===== config.mk =====
export PLATFORM = sky130hd
export DESIGN_NAME = sync_fifo_wr_arbiter_flat
export DESIGN_NICKNAME = d
export VERILOG_FILES = /design/src/rtl/sync_fifo_wr_arbiter_pkg.sv /design/src/rtl/sync_fifo_wr_arbiter_if.sv /design/src/rtl/sync_fifo_wr_arbiter_rr_pick.sv /design/src/rtl/sync_fifo_wr_arbiter.sv /design/src/flat_wrapper.sv
export SDC_FILE = /design/constraint.sdc
export NUM_CORES = 1
export LEC_CHECK = 0
export CORE_AREA = 4 4 66 68
export CTS_CLUSTER_SIZE = 10
export DETAILED_ROUTE_END_ITERATION = 8
export DIE_AREA = 0 0 70 72
export DONT_BUFFER_PORTS = 1
export HOLD_SLACK_MARGIN = 0.08
export MAX_ROUTING_LAYER = met4
export PLACE_DENSITY_LB_ADDON = 0.25
export SKIP_LAST_GASP = 1
export SYNTH_ARGS = -nofsm -noshare
export SYNTH_HDL_FRONTEND = slang
export SYNTH_SLANG_ARGS = --single-unit

===== constraint.sdc =====
create_clock -name i_clk -period 1.9 [get_ports i_clk]
set_input_delay 0.38 -clock i_clk [delete_from_list [all_inputs] [get_ports i_clk]]
set_output_delay 0.38 -clock i_clk [all_outputs]
set_load 0.005 [all_outputs]

===== src/rtl/sync_fifo_wr_arbiter_pkg.sv =====
// Shared types and parameter defaults for the sync_fifo write-port arbiter.
// rr_wrap folds an index from the doubled request vector back into 0..n-1.
package sync_fifo_pkg;

    typedef enum logic {
        ARB_IDLE  = 1'b0,
        ARB_GRANT = 1'b1
    } arb_state_e;

    localparam int FIFO_DATA_WIDTH = 32;
    localparam int FIFO_DEPTH      = 8;
    localparam int ARB_NUM_SRC     = 4;
    localparam int ARB_BURST_LEN   = 4;

    function automatic int rr_wrap(input int idx, input int n);
        return (idx >= n) ? idx - n : idx;
    endfunction

endpackage


===== src/rtl/sync_fifo_wr_arbiter_if.sv =====
// Requester and FIFO write-side signals of the arbiter.
// The slave modport is the arbiter's view; master is the sources/FIFO side.
interface sync_fifo_wr_arbiter_if #(
    parameter int NUM_SRC    = 4,
    parameter int DATA_WIDTH = 32
);
    logic [NUM_SRC-1:0]            i_valid;
    logic [NUM_SRC*DATA_WIDTH-1:0] i_data;
    logic [NUM_SRC-1:0]            o_ready;
    logic                          o_valid_m;
    logic [DATA_WIDTH-1:0]         o_data;
    logic                          i_fifo_ready;
    logic                          i_fifo_almostfull;
    logic [NUM_SRC-1:0]            o_grant;
    logic                          o_busy;

    modport slave (
        input  i_valid, i_data, i_fifo_ready, i_fifo_almostfull,
        output o_ready, o_valid_m, o_data, o_grant, o_busy
    );

    modport master (
        output i_valid, i_data, i_fifo_ready, i_fifo_almostfull,
        input  o_ready, o_valid_m, o_data, o_grant, o_busy
    );
endinterface


===== src/rtl/sync_fifo_wr_arbiter_rr_pick.sv =====
// Combinational round-robin picker: first set request strictly after ptr,
// searching circularly, via a masked priority encoder over {req, req}.
module fifo_rr_pick
    import sync_fifo_pkg::*;
#(
    parameter int NUM_SRC = ARB_NUM_SRC,
    parameter int IDX_W   = $clog2(ARB_NUM_SRC)
) (
    input  logic [NUM_SRC-1:0] req,
    input  logic [IDX_W-1:0]   ptr,
    output logic [NUM_SRC-1:0] gnt,
    output logic [IDX_W-1:0]   gnt_idx,
    output logic               any
);

    logic [2*NUM_SRC-1:0] req_dbl;
    logic [2*NUM_SRC-1:0] req_masked;
    logic                 found;

    always_comb begin
        req_dbl = {req, req};
        // Window ptr+1 .. ptr+NUM_SRC of the doubled vector holds every source once,
        // ordered by priority, so the lowest surviving bit is the winner.
        for (int i = 0; i < 2*NUM_SRC; i++) begin
            req_masked[i] = req_dbl[i] && (i > int'(ptr)) && (i <= int'(ptr) + NUM_SRC);
        end

        found   = 1'b0;
        gnt_idx = '0;
        for (int i = 0; i < 2*NUM_SRC; i++) begin
            if (req_masked[i] && !found) begin
                found   = 1'b1;
                gnt_idx = IDX_W'(rr_wrap(i, NUM_SRC));
            end
        end

        for (int k = 0; k < NUM_SRC; k++) begin
            gnt[k] = found && (gnt_idx == IDX_W'(k));
        end
        any = found;
    end

endmodule


===== src/rtl/sync_fifo_wr_arbiter.sv =====
// Round-robin, burst-limited arbiter sharing one sync_fifo write port between
// NUM_SRC valid/ready requesters, with new grants throttled by almost-full.
module sync_fifo_wr_arbiter
    import sync_fifo_pkg::*;
#(
    parameter int NUM_SRC    = ARB_NUM_SRC,
    parameter int DATA_WIDTH = FIFO_DATA_WIDTH,
    parameter int BURST_LEN  = ARB_BURST_LEN
) (
    input logic                   i_clk,
    input logic                   i_rst_n,
    sync_fifo_wr_arbiter_if.slave bus
);

    localparam int IDX_W = $clog2(NUM_SRC);
    localparam int CNT_W = $clog2(BURST_LEN) + 1;
    localparam logic [CNT_W-1:0] LAST_BEAT = CNT_W'(BURST_LEN - 1);
    localparam logic [IDX_W-1:0] PTR_RESET = IDX_W'(NUM_SRC - 1);

    arb_state_e         state_q,    state_d;
    logic [NUM_SRC-1:0] grant_q,    grant_d;
    logic [IDX_W-1:0]   gidx_q,     gidx_d;
    logic [IDX_W-1:0]   rr_ptr_q,   rr_ptr_d;
    logic [CNT_W-1:0]   beat_cnt_q, beat_cnt_d;

    logic [NUM_SRC-1:0]    pick_gnt;
    logic [IDX_W-1:0]      pick_idx;
    logic                  pick_any;
    logic                  busy;
    logic                  src_valid;
    logic                  valid_m;
    logic                  xfer;
    logic [NUM_SRC-1:0]    ready;
    logic [DATA_WIDTH-1:0] data_mux;

    fifo_rr_pick #(
        .NUM_SRC (NUM_SRC),
        .IDX_W   (IDX_W)
    ) u_pick (
        .req     (bus.i_valid),
        .ptr     (rr_ptr_q),
        .gnt     (pick_gnt),
        .gnt_idx (pick_idx),
        .any     (pick_any)
    );

    // Handshake path decodes the grant register directly; no extra cycle.
    always_comb begin
        busy      = (state_q == ARB_GRANT);
        src_valid = |(bus.i_valid & grant_q);
        valid_m   = busy && src_valid;
        ready     = (busy && bus.i_fifo_ready) ? grant_q : '0;
        xfer      = valid_m && bus.i_fifo_ready;
        data_mux  = '0;
        for (int k = 0; k < NUM_SRC; k++) begin
            if (busy && grant_q[k]) begin
                data_mux = data_mux | bus.i_data[k*DATA_WIDTH +: DATA_WIDTH];
            end
        end
    end

    always_comb begin
        state_d    = state_q;
        grant_d    = grant_q;
        gidx_d     = gidx_q;
        rr_ptr_d   = rr_ptr_q;
        beat_cnt_d = beat_cnt_q;
        case (state_q)
            ARB_IDLE: begin
                // Arbitration only registers the grant; the first beat moves next cycle.
                if (!bus.i_fifo_almostfull && pick_any) begin
                    state_d    = ARB_GRANT;
                    grant_d    = pick_gnt;
                    gidx_d     = pick_idx;
                    beat_cnt_d = '0;
                end
            end
            ARB_GRANT: begin
                if (xfer) begin
                    beat_cnt_d = beat_cnt_q + CNT_W'(1);
                end
                if ((xfer && (beat_cnt_q == LAST_BEAT)) || !src_valid) begin
                    state_d    = ARB_IDLE;
                    grant_d    = '0;
                    rr_ptr_d   = gidx_q;
                    beat_cnt_d = '0;
                end
            end
            default: begin
                state_d = ARB_IDLE;
            end
        endcase
    end

    always_ff @(posedge i_clk) begin
        if (!i_rst_n) begin
            state_q    <= ARB_IDLE;
            grant_q    <= '0;
            gidx_q     <= '0;
            rr_ptr_q   <= PTR_RESET;
            beat_cnt_q <= '0;
        end else begin
            state_q    <= state_d;
            grant_q    <= grant_d;
            gidx_q     <= gidx_d;
            rr_ptr_q   <= rr_ptr_d;
            beat_cnt_q <= beat_cnt_d;
        end
    end

    assign bus.o_ready   = ready;
    assign bus.o_valid_m = valid_m;
    assign bus.o_data    = data_mux;
    assign bus.o_grant   = grant_q;
    assign bus.o_busy    = busy;

endmodule

===== src/flat_wrapper.sv =====
// flat-port wrapper written by rule: the top's interface ports become plain ports
module sync_fifo_wr_arbiter_flat import sync_fifo_pkg::*;
#(
    parameter int NUM_SRC    = ARB_NUM_SRC,
    parameter int DATA_WIDTH = FIFO_DATA_WIDTH,
    parameter int BURST_LEN  = ARB_BURST_LEN
)
  (i_clk, i_rst_n, bus_i_valid, bus_i_data, bus_i_fifo_ready, bus_i_fifo_almostfull, bus_o_ready, bus_o_valid_m, bus_o_data, bus_o_grant, bus_o_busy);
  sync_fifo_wr_arbiter_if #(.NUM_SRC(NUM_SRC), .DATA_WIDTH(DATA_WIDTH)) bus_i ();
  input logic i_clk;
  input logic i_rst_n;
  input wire logic [$bits(bus_i.i_valid)-1:0] bus_i_valid;
  input wire logic [$bits(bus_i.i_data)-1:0] bus_i_data;
  input wire logic [$bits(bus_i.i_fifo_ready)-1:0] bus_i_fifo_ready;
  input wire logic [$bits(bus_i.i_fifo_almostfull)-1:0] bus_i_fifo_almostfull;
  output wire logic [$bits(bus_i.o_ready)-1:0] bus_o_ready;
  output wire logic [$bits(bus_i.o_valid_m)-1:0] bus_o_valid_m;
  output wire logic [$bits(bus_i.o_data)-1:0] bus_o_data;
  output wire logic [$bits(bus_i.o_grant)-1:0] bus_o_grant;
  output wire logic [$bits(bus_i.o_busy)-1:0] bus_o_busy;
  assign bus_i.i_valid = bus_i_valid;
  assign bus_i.i_data = bus_i_data;
  assign bus_i.i_fifo_ready = bus_i_fifo_ready;
  assign bus_i.i_fifo_almostfull = bus_i_fifo_almostfull;
  assign bus_o_ready = bus_i.o_ready;
  assign bus_o_valid_m = bus_i.o_valid_m;
  assign bus_o_data = bus_i.o_data;
  assign bus_o_grant = bus_i.o_grant;
  assign bus_o_busy = bus_i.o_busy;
  sync_fifo_wr_arbiter #(.NUM_SRC(NUM_SRC), .DATA_WIDTH(DATA_WIDTH), .BURST_LEN(BURST_LEN)) u_core (.i_clk(i_clk), .i_rst_n(i_rst_n), .bus(bus_i));
endmodule

-- Word-level counts from Yosys, hierarchy flattened
Index checks and enable logic that the tools add are counted.
- bits in registers: 12
- latch bits: 0
- bits in writable memories: 0
- ROM bits: 0
- input bits: 136
- output and inout port bits: 42
- logic and storage cells: 102
- memories kept: 0
- add/sub/neg operators: 2
- multiply operators: 0
- divide/modulo/power cells: 0
- order comparisons: 10
- eq/ne operators: 7
- shifts and indexed selects: 0
- multiplexer cells: 29
- bitwise gates (word level): 5
- reduce and logical (&&, ||, !) cells: 44
- operators by type and width (cell ; number):
    2-to-1 mux 32 bit ; 4
    less-or-equal comparator 4 x 32 -> 1 bit (first input constant) ; 3
    bitwise OR 32 bit ; 3
    less-or-equal comparator 3 x 32 -> 1 bit (first input constant) ; 2
    less-or-equal comparator 2 x 32 -> 1 bit (first input constant) ; 1
    logical AND 1 bit ; 29
    2-to-1 mux 2 bit ; 6
    2-to-1 mux 4 bit ; 3
    2-to-1 mux 1 bit ; 10
    2-to-1 mux 3 bit ; 3
    zero test 1 bit ; 8
    case mux 4 bit (2 select lines) ; 1
    AND reduction 2 bit ; 4
    case mux 3 bit (2 select lines) ; 1
    adder 2 x 3 -> 4 bit (second input constant) ; 1
    bitwise AND 4 bit ; 1
    == test 2 bit (second input constant) ; 2
    greater-than comparator 2 bit (first input constant) ; 2
    less-or-equal comparator 3 x 4 -> 1 bit (first input constant) ; 1
    OR reduction 4 bit ; 1
    adder 3 x 1 -> 3 bit (second input constant) ; 1
    == test 3 x 2 -> 1 bit (second input constant) ; 1
    inequality test 3 bit (second input constant) ; 1
    == test 2 x 1 -> 1 bit (second input constant) ; 1
    other kinds (7) ; 7

-- Longest topological paths before layout
Gate-level depths: netlist of the first run.
- depth after elaboration: 26
- mapped depth: 6
- gate-level depth less buffers: 5

-- Modules after synthesis
Synthesis of the first run repeated with hierarchy kept, for this count alone.
- cell total of the unflattened synthesis: 206
- area, all modules: 1481.4 sq um
- modules (own cells, without submodules) (module ; times used ; cells each ; area each (sq um) ; sequential area each (sq um)):
    sync_fifo_wr_arbiter ; 1 ; 178 ; 1310.0 ; 240.2
    fifo_rr_pick ; 1 ; 28 ; 171.4 ; 0.0

-- Worst setup path before layout of the first run
OpenSTA, ideal clock, no wires.
- path kind: register to output
- start point: register u_core.state_q, in the netlist u_core.bus.o_busy
- end point: output port bus_o_data[20]
- data arrival time: 1.124 ns
- required time: 1.520 ns
- path slack: 0.396 ns
- cell stages (with the launch flop): 7
- buffers on the path: 3
- cells stage by stage: dfxtp_1 -> buf_2 -> and2_1 -> buf_2 -> buf_2 -> a22oi_1 -> nand2_1
- longest elaborated chain between the ends: 8
- elaborated cells on any way between the ends: 11
- classes of those cells: mux: 4; bitwise: 3; reduce/logical: 4
- ends and longest elaborated chain (item ; line ; text):
    start: declaration ; sync_fifo_wr_arbiter.sv:20 ; arb_state_e state_q, state_d;
    start signal: assignment ; sync_fifo_wr_arbiter.sv:103 ; state_q <= state_d;
    logical AND 1 bit ; sync_fifo_wr_arbiter.sv:56 ; if (busy && grant_q[k]) begin
    2-to-1 mux 32 bit ; sync_fifo_wr_arbiter.sv:56 ;
    bitwise OR 32 bit ; sync_fifo_wr_arbiter.sv:57 ; data_mux = data_mux | bus.i_data[k*DATA_WIDTH +: DATA_WIDTH];
    2-to-1 mux 32 bit ; sync_fifo_wr_arbiter.sv:56 ;
    bitwise OR 32 bit ; sync_fifo_wr_arbiter.sv:57 ;
    2-to-1 mux 32 bit ; sync_fifo_wr_arbiter.sv:56 ;
    bitwise OR 32 bit ; sync_fifo_wr_arbiter.sv:57 ;
    2-to-1 mux 32 bit (*) ; sync_fifo_wr_arbiter.sv:56 ;
    end: declaration ; flat_wrapper.sv:18 ; output wire logic [$bits(bus_i.o_data)-1:0] bus_o_data;
Mark *: on every way between the ends. The rest lies on a longest branch, timed or not.

-- Worst setup path in the final report of the first run
- start point: register u_core.state_q, in the netlist u_core.bus.o_busy
- end point: output port bus_o_data[23]
Same word-level chain as after synthesis.

==> flow_metrics.py, run 1 <==
metrics = {
    "status": {
        "outcome": "finished, final reports clean",
    },
    "power": {
        "powerDensity_nw_per_um2": 427,
        "peakVddDrop_mv": 0.418,
        "leakage_nw": 0.642,
    },
    "clock_network": {
        "ctsResizeCount": 0,
        "cts_sinks": 12,
        "clockBufferDepth": 2,
        "cts.htree.levels": 1,
        "cts_tree": "yes",
        "cts-root-buf": "clkbuf_8",
        "numCtsBuffers": 3,
        "clk_pin_slew_ns": 0.05,
        "postCtsSetupBuffers": 0,
        "cts-hold-fix-buffers": 0,
        "insertion_delay_ns": 0.24,
    },
    "layout": {
        "n_fill_cell": 405,
        "stdcell_area_sq_um": 1540,
        "final_nets": 333,
        "finalCoreUtilization_pct": 40.0,
        "syn2layout_area_growth_pct": 6.85,
        "antennaDiodeCount": 0,
        "drive_above_1_share_pct": 11.4,
    },
    "job": {
        "maxCapViolations": 0,
    },
    "timing": {
        "setup_tns_ns": 0,
        "fin_crit_ns": 1.81,
        "rsz0062_at_grt": "no",
        "hold_viol_final": 0,
        "tightest_slew_ns": 0.316,
        "setup_viol_count_final": 0,
        "slew_violations": 0,
        "slew_headroom_pct": 78.8,
        "finalCritPeriodShare_pct": 95.3,
        "fin_skew_ns": 0.00110,
        "fmax_ghz": 0.552,
    },
    "placement": {
        "gp_congestion": 0.839,
        "dp_hpwl_um": 5130,
        "dpl_cell_area_sq_um": 1500,
        "io_buffers": 0,
    },
    "worst_setup_path": {
        "cp-end-kind": "output pin",
        "cp_max_fo": 18,
        "path_delay_family": "flip-flops",
        "cp.arrival_ns": 1.43,
        "cp_cell_sequence": "and2_1, buf_4, a22oi_1, nand2_1",
        "slowest_stage": "dfxtp_1",
        "cp.required_ns": 1.52,
        "reg2reg_depth": 5,
        "cp-start-kind": "flop",
        "cp_num_cells": 4,
        "slowest_delay_ns": 0.47,
        "path_buf_inv": 1,
        "path_class": "reg2out",
    },
    "floorplan": {
        "io_pins": 178,
        "fp.dieH_um": 72,
        "die_w_um": 70,
        "std_cell_rows": 23,
        "core_area_sq_um": 3860,
        "start_util_pct": 37.4,
        "die_area_sq_um": 5040,
    },
    "detailed_routing": {
        "drt_first_iter_violations": 108,
        "met3_length_um": 812,
        "drtPass1Iterations": 4,
        "via_per_inst": 6.77,
        "drc": 0,
        "ant_nets": 0,
        "routed_wl_um": 6200,
        "wl_per_cell_um": 25.5,
        "highest_layer": "met4",
        "route.vias.total": 1644,
        "wl_met2_um": 2770,
        "met1_length_um": 2550,
    },
    "grt": {
        "grt_start_max_net_pins": 33,
        "antenna_found_initial": 0,
        "grt_pass1_wl_um": 8540,
        "first_global_vias": 1464,
        "grt_overflow_total": 0,
        "grtUsageTotal_pct": 22.5,
    },
    "synthesis": {
        "synth_top_area_share_pct": 33.8,
        "ys_ff_latch": 12,
        "synth_area_sq_um": 1440,
        "synth_area_per_cell_sq_um": 7.18,
        "ys_types": 35,
        "synth-seq-area-share_pct": 16.6,
        "yosysTopAreaCell": "a22oi_1",
        "netlist_top_cells_area": "a22oi_1, dfxtp_1, nand2_1",
        "postSynthCellCount": 201,
        "syn_nets": 339,
        "ys_warn_count": 0,
    },
    "hold_path": {
        "hp-class": "in2reg",
        "holdPathStages": 1,
    },
}
==> final timing paths <==
path | start | slack, ns | end
max | u_core.bus.o_busy | 0.09 | bus_o_data[23]
min reg2reg | u_core.beat_cnt_q[1] | 0.50 | u_core.beat_cnt_q[1]
min | i_rst_n | 0.28 | u_core.gidx_q[1]
max reg2reg | u_core.beat_cnt_q[0] | 0.47 | u_core.rr_ptr_q[0]
==> stage by stage <==
stage	hold slack [ns]	power, mW	cells	worst slack [ns]
6_report	0.283	0.658	243	0.0885
5_1_grt	0.284	0.696	243	0.000809
4_1_cts	0.278	0.668	243	0.0271
3_5_place_dp	0.490	0.434	240	0.295
3_3_place_gp	0.486	0.433	240	0.318
2_1_floorplan	0.469	0.404	201	0.396
==> cells by family (layout without fill, tap and decap cells) <==
kind of cell	Yosys count	in the layout	synth area share [%]
mux	2	2	1.39
flops	12	12	16.6
fa+ha+maj	2	2	1.73
buf+inv	22	14	7.37
compound gates	87	87	47.3
simple gates	76	76	25.6
==> layout by cell type, fill, tap and decap left out, types with 2 or more instances in the layout <==
cell type,synthesis,routed
nand2_1,42,42
clkbuf_8,0,3
mux2i_1,2,2
o21ai_0,3,3
o22ai_1,3,3
and2_1,4,4
a22oi_2,2,3
nor2b_1,7,7
ha_1,2,2
nand3_1,3,3
nor3_1,2,2
a32o_1,3,3
buf_12,0,2
buf_4,0,6
a21oi_1,2,2
inv_1,3,3
and3_1,6,6
a22oi_1,65,64
and2b_1,2,2
dfxtp_1,12,12
nor2_1,5,5
==> cells in the mapped netlist (all sizes together) <==
library cell	number
o32ai	1
clkbuf	5
nand3	3
inv	3
a21boi	3
or3b	1
and2b	2
dfxtp	12
ha	2
a21o	1
o31a	1
nor2b	7
a32o	3
o21ai	4
or2	1
nor2	5
and3	6
o311a	1
and2	4
nand2	42
buf	14
o2111ai	1
a22oi	67
nor3	2
nor4	1
nand2b	1
a21oi	2
o22ai	3
nor3b	1
mux2i	2
==> where the power goes <==
part	total (mW)	internal (mW)	switching (mW)
sequential	0.286	0.267	0.0187
combinational	0.144	0.0627	0.0813
clock	0.229	0.139	0.0893
==> worst register-to-register path, delay by kind of cell (launching register included) <==
kind | cells | cell delay [ns]
AO/OA/AOI/OAI | 1 | 0.29
adder cells (fa/ha/maj) | 2 | 0.38
flip-flops | 1 | 0.36
multiplexers | 1 | 0.21
AND/OR/NAND/NOR | 1 | 0.13
==> area by class of cell <==
class / instances / area [sq um] / share of cell area, %
Sequential cell: 12 / 240 / 15.6
Multi-Input combinational cell: 167 / 1100 / 71.5
Timing Repair Buffer: 8 / 85.1 / 5.52
Clock buffer: 3 / 41.3 / 2.68
Tap cell: 50 / 62.6 / 4.06
Inverter: 3 / 11.3 / 0.730
==> routing by layer <==
layer  track usage (%)  vias up
met5                 -        -
met4              4.47        0
met3              9.14        9
met2              31.3      112
met1              30.7      763
li1                  -      760
==> state kept, by name (all words and copies together) (netlist names) <==
signal / cells
u_core.beat_cnt_q: 3
u_core.bus.o_busy: 1
u_core.bus.o_grant: 4
u_core.gidx_q: 2
u_core.rr_ptr_q: 2
(Power assumes the default switching activity.)
==> inputs of run 2 (changes only) <==
==> constraint.sdc (replaced) <==
create_clock -name i_clk -period 1.9 [get_ports i_clk]
set_input_delay 0.38 -clock i_clk [delete_from_list [all_inputs] [get_ports i_clk]]
set_output_delay 0.38 -clock i_clk [all_outputs]
set_load 0.05 [all_outputs]
==> flow_metrics.py, run 2 (synthesis results as in run 1) <==
metrics = {
    "clock_network": {
        "cts_sinks": 12,
        "cts_tree": "yes",
        "clockBufferDepth": 2,
        "cts-root-buf": "clkbuf_8",
        "cts.htree.levels": 1,
        "insertion_delay_ns": 0.25,
        "clk_pin_slew_ns": 0.06,
        "numCtsBuffers": 3,
    },
    "worst_setup_path": {
        "reg2reg_slack_ns": 0.45,
        "cp_cell_sequence": "and2_4, buf_4, a22oi_1, nand2_2, buf_12",
        "path_buf_inv": 2,
        "path_delay_family": "buffers and inverters",
        "crit_start": "u_core.bus.o_busy",
        "reg2reg_depth": 5,
        "cp-end-kind": "output pin",
        "path_class": "reg2out",
        "cp.arrival_ns": 1.47,
        "cp-start-kind": "flop",
        "cp.required_ns": 1.52,
        "slowest_delay_ns": 0.33,
        "crit_end": "bus_o_data[9]",
        "r2r_end": "u_core.rr_ptr_q[0]",
        "slowest_stage": "dfxtp_2",
        "reg2reg_from": "u_core.bus.o_grant[2]",
        "cp_num_cells": 5,
        "cp_max_fo": 12,
    },
    "timing": {
        "fin_ws_ns": 0.0451,
        "setup_viol_count_final": 0,
        "fmax_ghz": 0.539,
        "slew_violations": 0,
        "fin_crit_ns": 1.85,
        "rsz0062_at_grt": "yes",
        "hold_viol_final": 0,
        "fin_skew_ns": 0.00502,
        "finalCritPeriodShare_pct": 97.6,
        "slew_headroom_pct": 65.9,
        "tightest_slew_ns": 0.513,
    },
    "placement": {
        "dpl.cell_count": 269,
        "io_buffers": 0,
        "pre_cts_ws_ns": 0.138,
        "gp_congestion": 0.859,
        "dp_hpwl_um": 5450,
    },
    "detailed_routing": {
        "route.vias.total": 1774,
        "drt_first_iter_violations": 66,
        "ant_nets": 0,
        "wl_per_cell_um": 24.1,
        "drtPass1Iterations": 5,
        "routed_wl_um": 6590,
        "drc": 0,
        "via_per_inst": 6.50,
    },
    "layout": {
        "final_cells": 273,
        "layout_commonest_cell": "a22oi_1",
        "antennaDiodeCount": 0,
        "final_nets": 362,
        "drive_above_1_share_pct": 47.1,
        "final_cell_mix": "a22oi_1, nand2_2, buf_12",
        "n_fill_cell": 357,
        "largest_reg_flops": 4,
        "syn2layout_area_growth_pct": 56.2,
    },
    "floorplan": {
        "fp.dieH_um": 72,
        "start_util_pct": 37.4,
        "core_area_sq_um": 3860,
        "io_pins": 178,
        "die_w_um": 70,
        "die_area_sq_um": 5040,
        "std_cell_rows": 23,
    },
    "power": {
        "peakVddDrop_mv": 0.417,
        "powerDensity_nw_per_um2": 410,
        "leakage_nw": 0.874,
    },
    "hold_path": {
        "holdPathStages": 1,
        "hp-class": "in2reg",
    },
    "grt": {
        "antenna_found_initial": 0,
        "grt_pass1_wl_um": 9800,
        "grt_overflow_total": 0,
        "first_global_vias": 1830,
        "grt_start_max_net_pins": 33,
        "grtUsageTotal_pct": 25.1,
    },
    "job": {
        "maxCapViolations": 0,
    },
    "status": {
        "outcome": "finished, final reports clean",
    },
}
run 2: how the worst min path moves through the flow:
stage,start,endpoint,slack [ns]
global route,i_rst_n,u_core.gidx_q[1],0.27
floorplan,u_core.beat_cnt_q[2],u_core.beat_cnt_q[2],0.47
CTS,i_rst_n,u_core.gidx_q[1],0.26
global placement,u_core.beat_cnt_q[1],u_core.beat_cnt_q[1],0.48
finish,i_rst_n,u_core.gidx_q[1],0.26
detailed placement,u_core.beat_cnt_q[2],u_core.beat_cnt_q[2],0.49
run 2: area by class of cell:
class | instances | area [sq um] | area share (%)
inverter | 3 | 11.3 | 0.499
sequential | 12 | 246 | 10.9
clock buffer | 4 | 55.1 | 2.44
multi-input combinational | 167 | 1260 | 55.7
tap | 50 | 62.6 | 2.77
timing repair buffer | 37 | 623 | 27.6
run 2: per-stage QoR:
stage	util [%]	hold slack (ns)	area [sq um]	power [mW]	TNS, ns
6_report	58.5	0.259	2260	0.924	0
5_1_grt	58.5	0.272	2260	0.967	-0.138
3_5_place_dp	54.7	0.495	2110	0.637	0
2_1_floorplan	-	0.469	1530	0.518	0
3_3_place_gp	54.7	0.483	2110	0.630	0
4_1_cts	56.8	0.260	2190	0.924	-0.0215
run 2: power breakdown:
part | internal (mW) | switching (mW) | total (mW)
clock network | 0.183 | 0.101 | 0.285
registers | 0.268 | 0.0114 | 0.279
logic | 0.143 | 0.218 | 0.360
total | 0.594 | 0.331 | 0.924
run 2: layer usage:
metal	global-route usage [%]	vias to the layer above	wire length (um)
met5	-	-	0
met4	5.32	0	104
met1	30.2	833	2480
met2	38.5	112	3140
li1	-	819	-
met3	11.8	10	860
run 2: what timing repair did:
action / in CTS / in global routing
endpoints found under the setup margin: 26 / 32
buffers inserted: 0 / 0
hold buffers: 0 / 0
pin swaps: 2 / 2
resized for setup: 9 / 15
==> inputs of run 3 (changes only) <==
- CORE_AREA: 4 4 66 68 -> not set
- CORE_MARGIN: not set -> 4
- CORE_UTILIZATION: not set -> 29
- DIE_AREA: 0 0 70 72 -> not set
==> flow_metrics.py, run 3 (synthesis results as in run 1) <==
metrics = {
    "worst_setup_path": {
        "slowest_stage": "dfxtp_2",
        "path_delay_family": "buffers and inverters",
        "cp-end-kind": "output pin",
        "cp_max_fo": 32,
        "cp.required_ns": 1.52,
        "cp.arrival_ns": 1.44,
        "path_buf_inv": 2,
        "reg2reg_depth": 6,
        "cp-start-kind": "flop",
        "reg2reg_slack_ns": 0.38,
        "r2r_end": "u_core.beat_cnt_q[1]",
        "reg2reg_from": "u_core.bus.o_grant[2]",
        "slowest_delay_ns": 0.32,
        "path_class": "reg2out",
        "cp_cell_sequence": "and2_1, buf_6, a22oi_1, nand2_2, buf_12",
    },
    "grt": {
        "grtUsageTotal_pct": 19.1,
        "grt_start_max_net_pins": 33,
        "grt.met2_usage_pct": 33.0,
        "grt_use_met1_pct": 21.4,
        "first_global_vias": 1718,
        "grt_pass1_wl_um": 9160,
        "grt_use_met3_pct": 5.16,
        "grt_overflow_total": 0,
        "antenna_found_initial": 0,
        "busiest_layer": "met2",
    },
    "layout": {
        "final_nets": 365,
        "final_cell_mix": "a22oi_1, nand2_2, buf_12",
        "antennaDiodeCount": 0,
        "finalCoreUtilization_pct": 47.3,
        "syn2layout_area_growth_pct": 56.9,
        "largest_reg_flops": 4,
        "drive_above_1_share_pct": 40.9,
        "final_cells": 292,
        "layout_commonest_cell": "a22oi_1",
    },
    "clock_network": {
        "cts_sinks": 12,
        "postCtsSetupBuffers": 0,
        "clockBufferDepth": 2,
        "clk_pin_slew_ns": 0.05,
        "insertion_delay_ns": 0.24,
        "numCtsBuffers": 3,
        "cts-root-buf": "clkbuf_8",
        "cts.htree.levels": 1,
        "cts_tree": "yes",
    },
    "status": {
        "outcome": "finished, final reports clean",
    },
    "timing": {
        "fmax_ghz": 0.549,
        "slew_headroom_pct": 67.0,
        "tightest_slew_ns": 0.497,
        "slew_violations": 0,
        "setup_tns_ns": 0,
        "finalCritPeriodShare_pct": 95.9,
        "setup_viol_count_final": 0,
        "fin_skew_ns": 0.00553,
        "hold_viol_final": 0,
        "rsz0062_at_grt": "no",
        "fin_crit_ns": 1.82,
    },
    "hold_path": {
        "hold_path_startpoint": "i_rst_n",
        "min_to": "u_core.gidx_q[1]",
        "hp-class": "in2reg",
        "holdPathStages": 1,
    },
    "detailed_routing": {
        "via_per_inst": 6.11,
        "ant_nets": 0,
        "drt_first_iter_violations": 100,
        "wl_per_cell_um": 21.8,
        "drc": 0,
        "route.vias.total": 1783,
        "drtPass1Iterations": 5,
        "routed_wl_um": 6370,
    },
    "placement": {
        "gp_congestion": 0.838,
        "dpl.cell_count": 289,
        "io_buffers": 0,
        "dp_hpwl_um": 5170,
    },
    "power": {
        "powerDensity_nw_per_um2": 385,
        "peakVddDrop_mv": 0.468,
        "total_power_mw": 0.872,
        "leakage_nw": 0.884,
    },
    "floorplan": {
        "fp.dieH_um": 78.6,
        "io_pins": 178,
        "start_util_pct": 30.2,
        "die_w_um": 78.6,
        "std_cell_rows": 25,
        "die_area_sq_um": 6170,
        "core_area_sq_um": 4790,
    },
    "job": {
        "maxCapViolations": 0,
    },
}
[run 3: cell types whose count changed in the layout (fill, tap and decap cells not counted), sizes merged]
| cell | before | now |
|---|---|---|
| clkbuf | 4 | 3 |
| buf | 37 | 40 |
[run 3: worst max-delay path by stage]
stage	from	to	slack (ns)	cells after the start
4_1_cts	u_core.bus.o_busy	bus_o_data[14]	0.01	5
3_5_place_dp	u_core.bus.o_busy	bus_o_data[24]	0.26	5
5_1_grt	u_core.bus.o_busy	bus_o_data[0]	0.003	5
2_1_floorplan	u_core.bus.o_grant[0]	bus_o_data[10]	0.07	5
3_3_place_gp	u_core.bus.o_busy	bus_o_data[24]	0.27	5
6_report	u_core.bus.o_busy	bus_o_data[14]	0.08	5
[run 3: per-layer routing]
metal / wire (um) / up-vias
li1: - / 823
met1: 2290 / 834
met2: 3270 / 113
met3: 660 / 13
met4: 141 / 0
met5: 0 / -
[run 3: repair_timing]
action                     CTS  global route
resized for setup            1             7
hold buffers                 0             0
setup endpoints to repair    1            32
cloned                       0             0
[run 3: layout make-up]
cell class,count,area (sq um)
clock buffers,3,41.3
fillers,467,2520
inverters,3,11.3
multi-input cells,167,1190
flip-flops and latches,12,246
well taps,67,83.8
repair buffers,40,691
[run 3: through the flow]
step | instance area, sq um | hold WS (ns) | worst slack [ns]
2_1_floorplan | 1530 | 0.469 | 0.0683
3_3_place_gp | 2190 | 0.482 | 0.270
3_5_place_dp | 2190 | 0.489 | 0.255
4_1_cts | 2240 | 0.271 | 0.0132
5_1_grt | 2270 | 0.273 | 0.00345
6_report | 2270 | 0.270 | 0.0782
[run 3: report_power, final]
group / leakage, nW / switching (mW) / internal (mW) / total (mW)
Clock: 0.0216 / 0.0884 / 0.139 / 0.228
Combinational: 0.763 / 0.215 / 0.151 / 0.366
Sequential: 0.100 / 0.0105 / 0.268 / 0.279
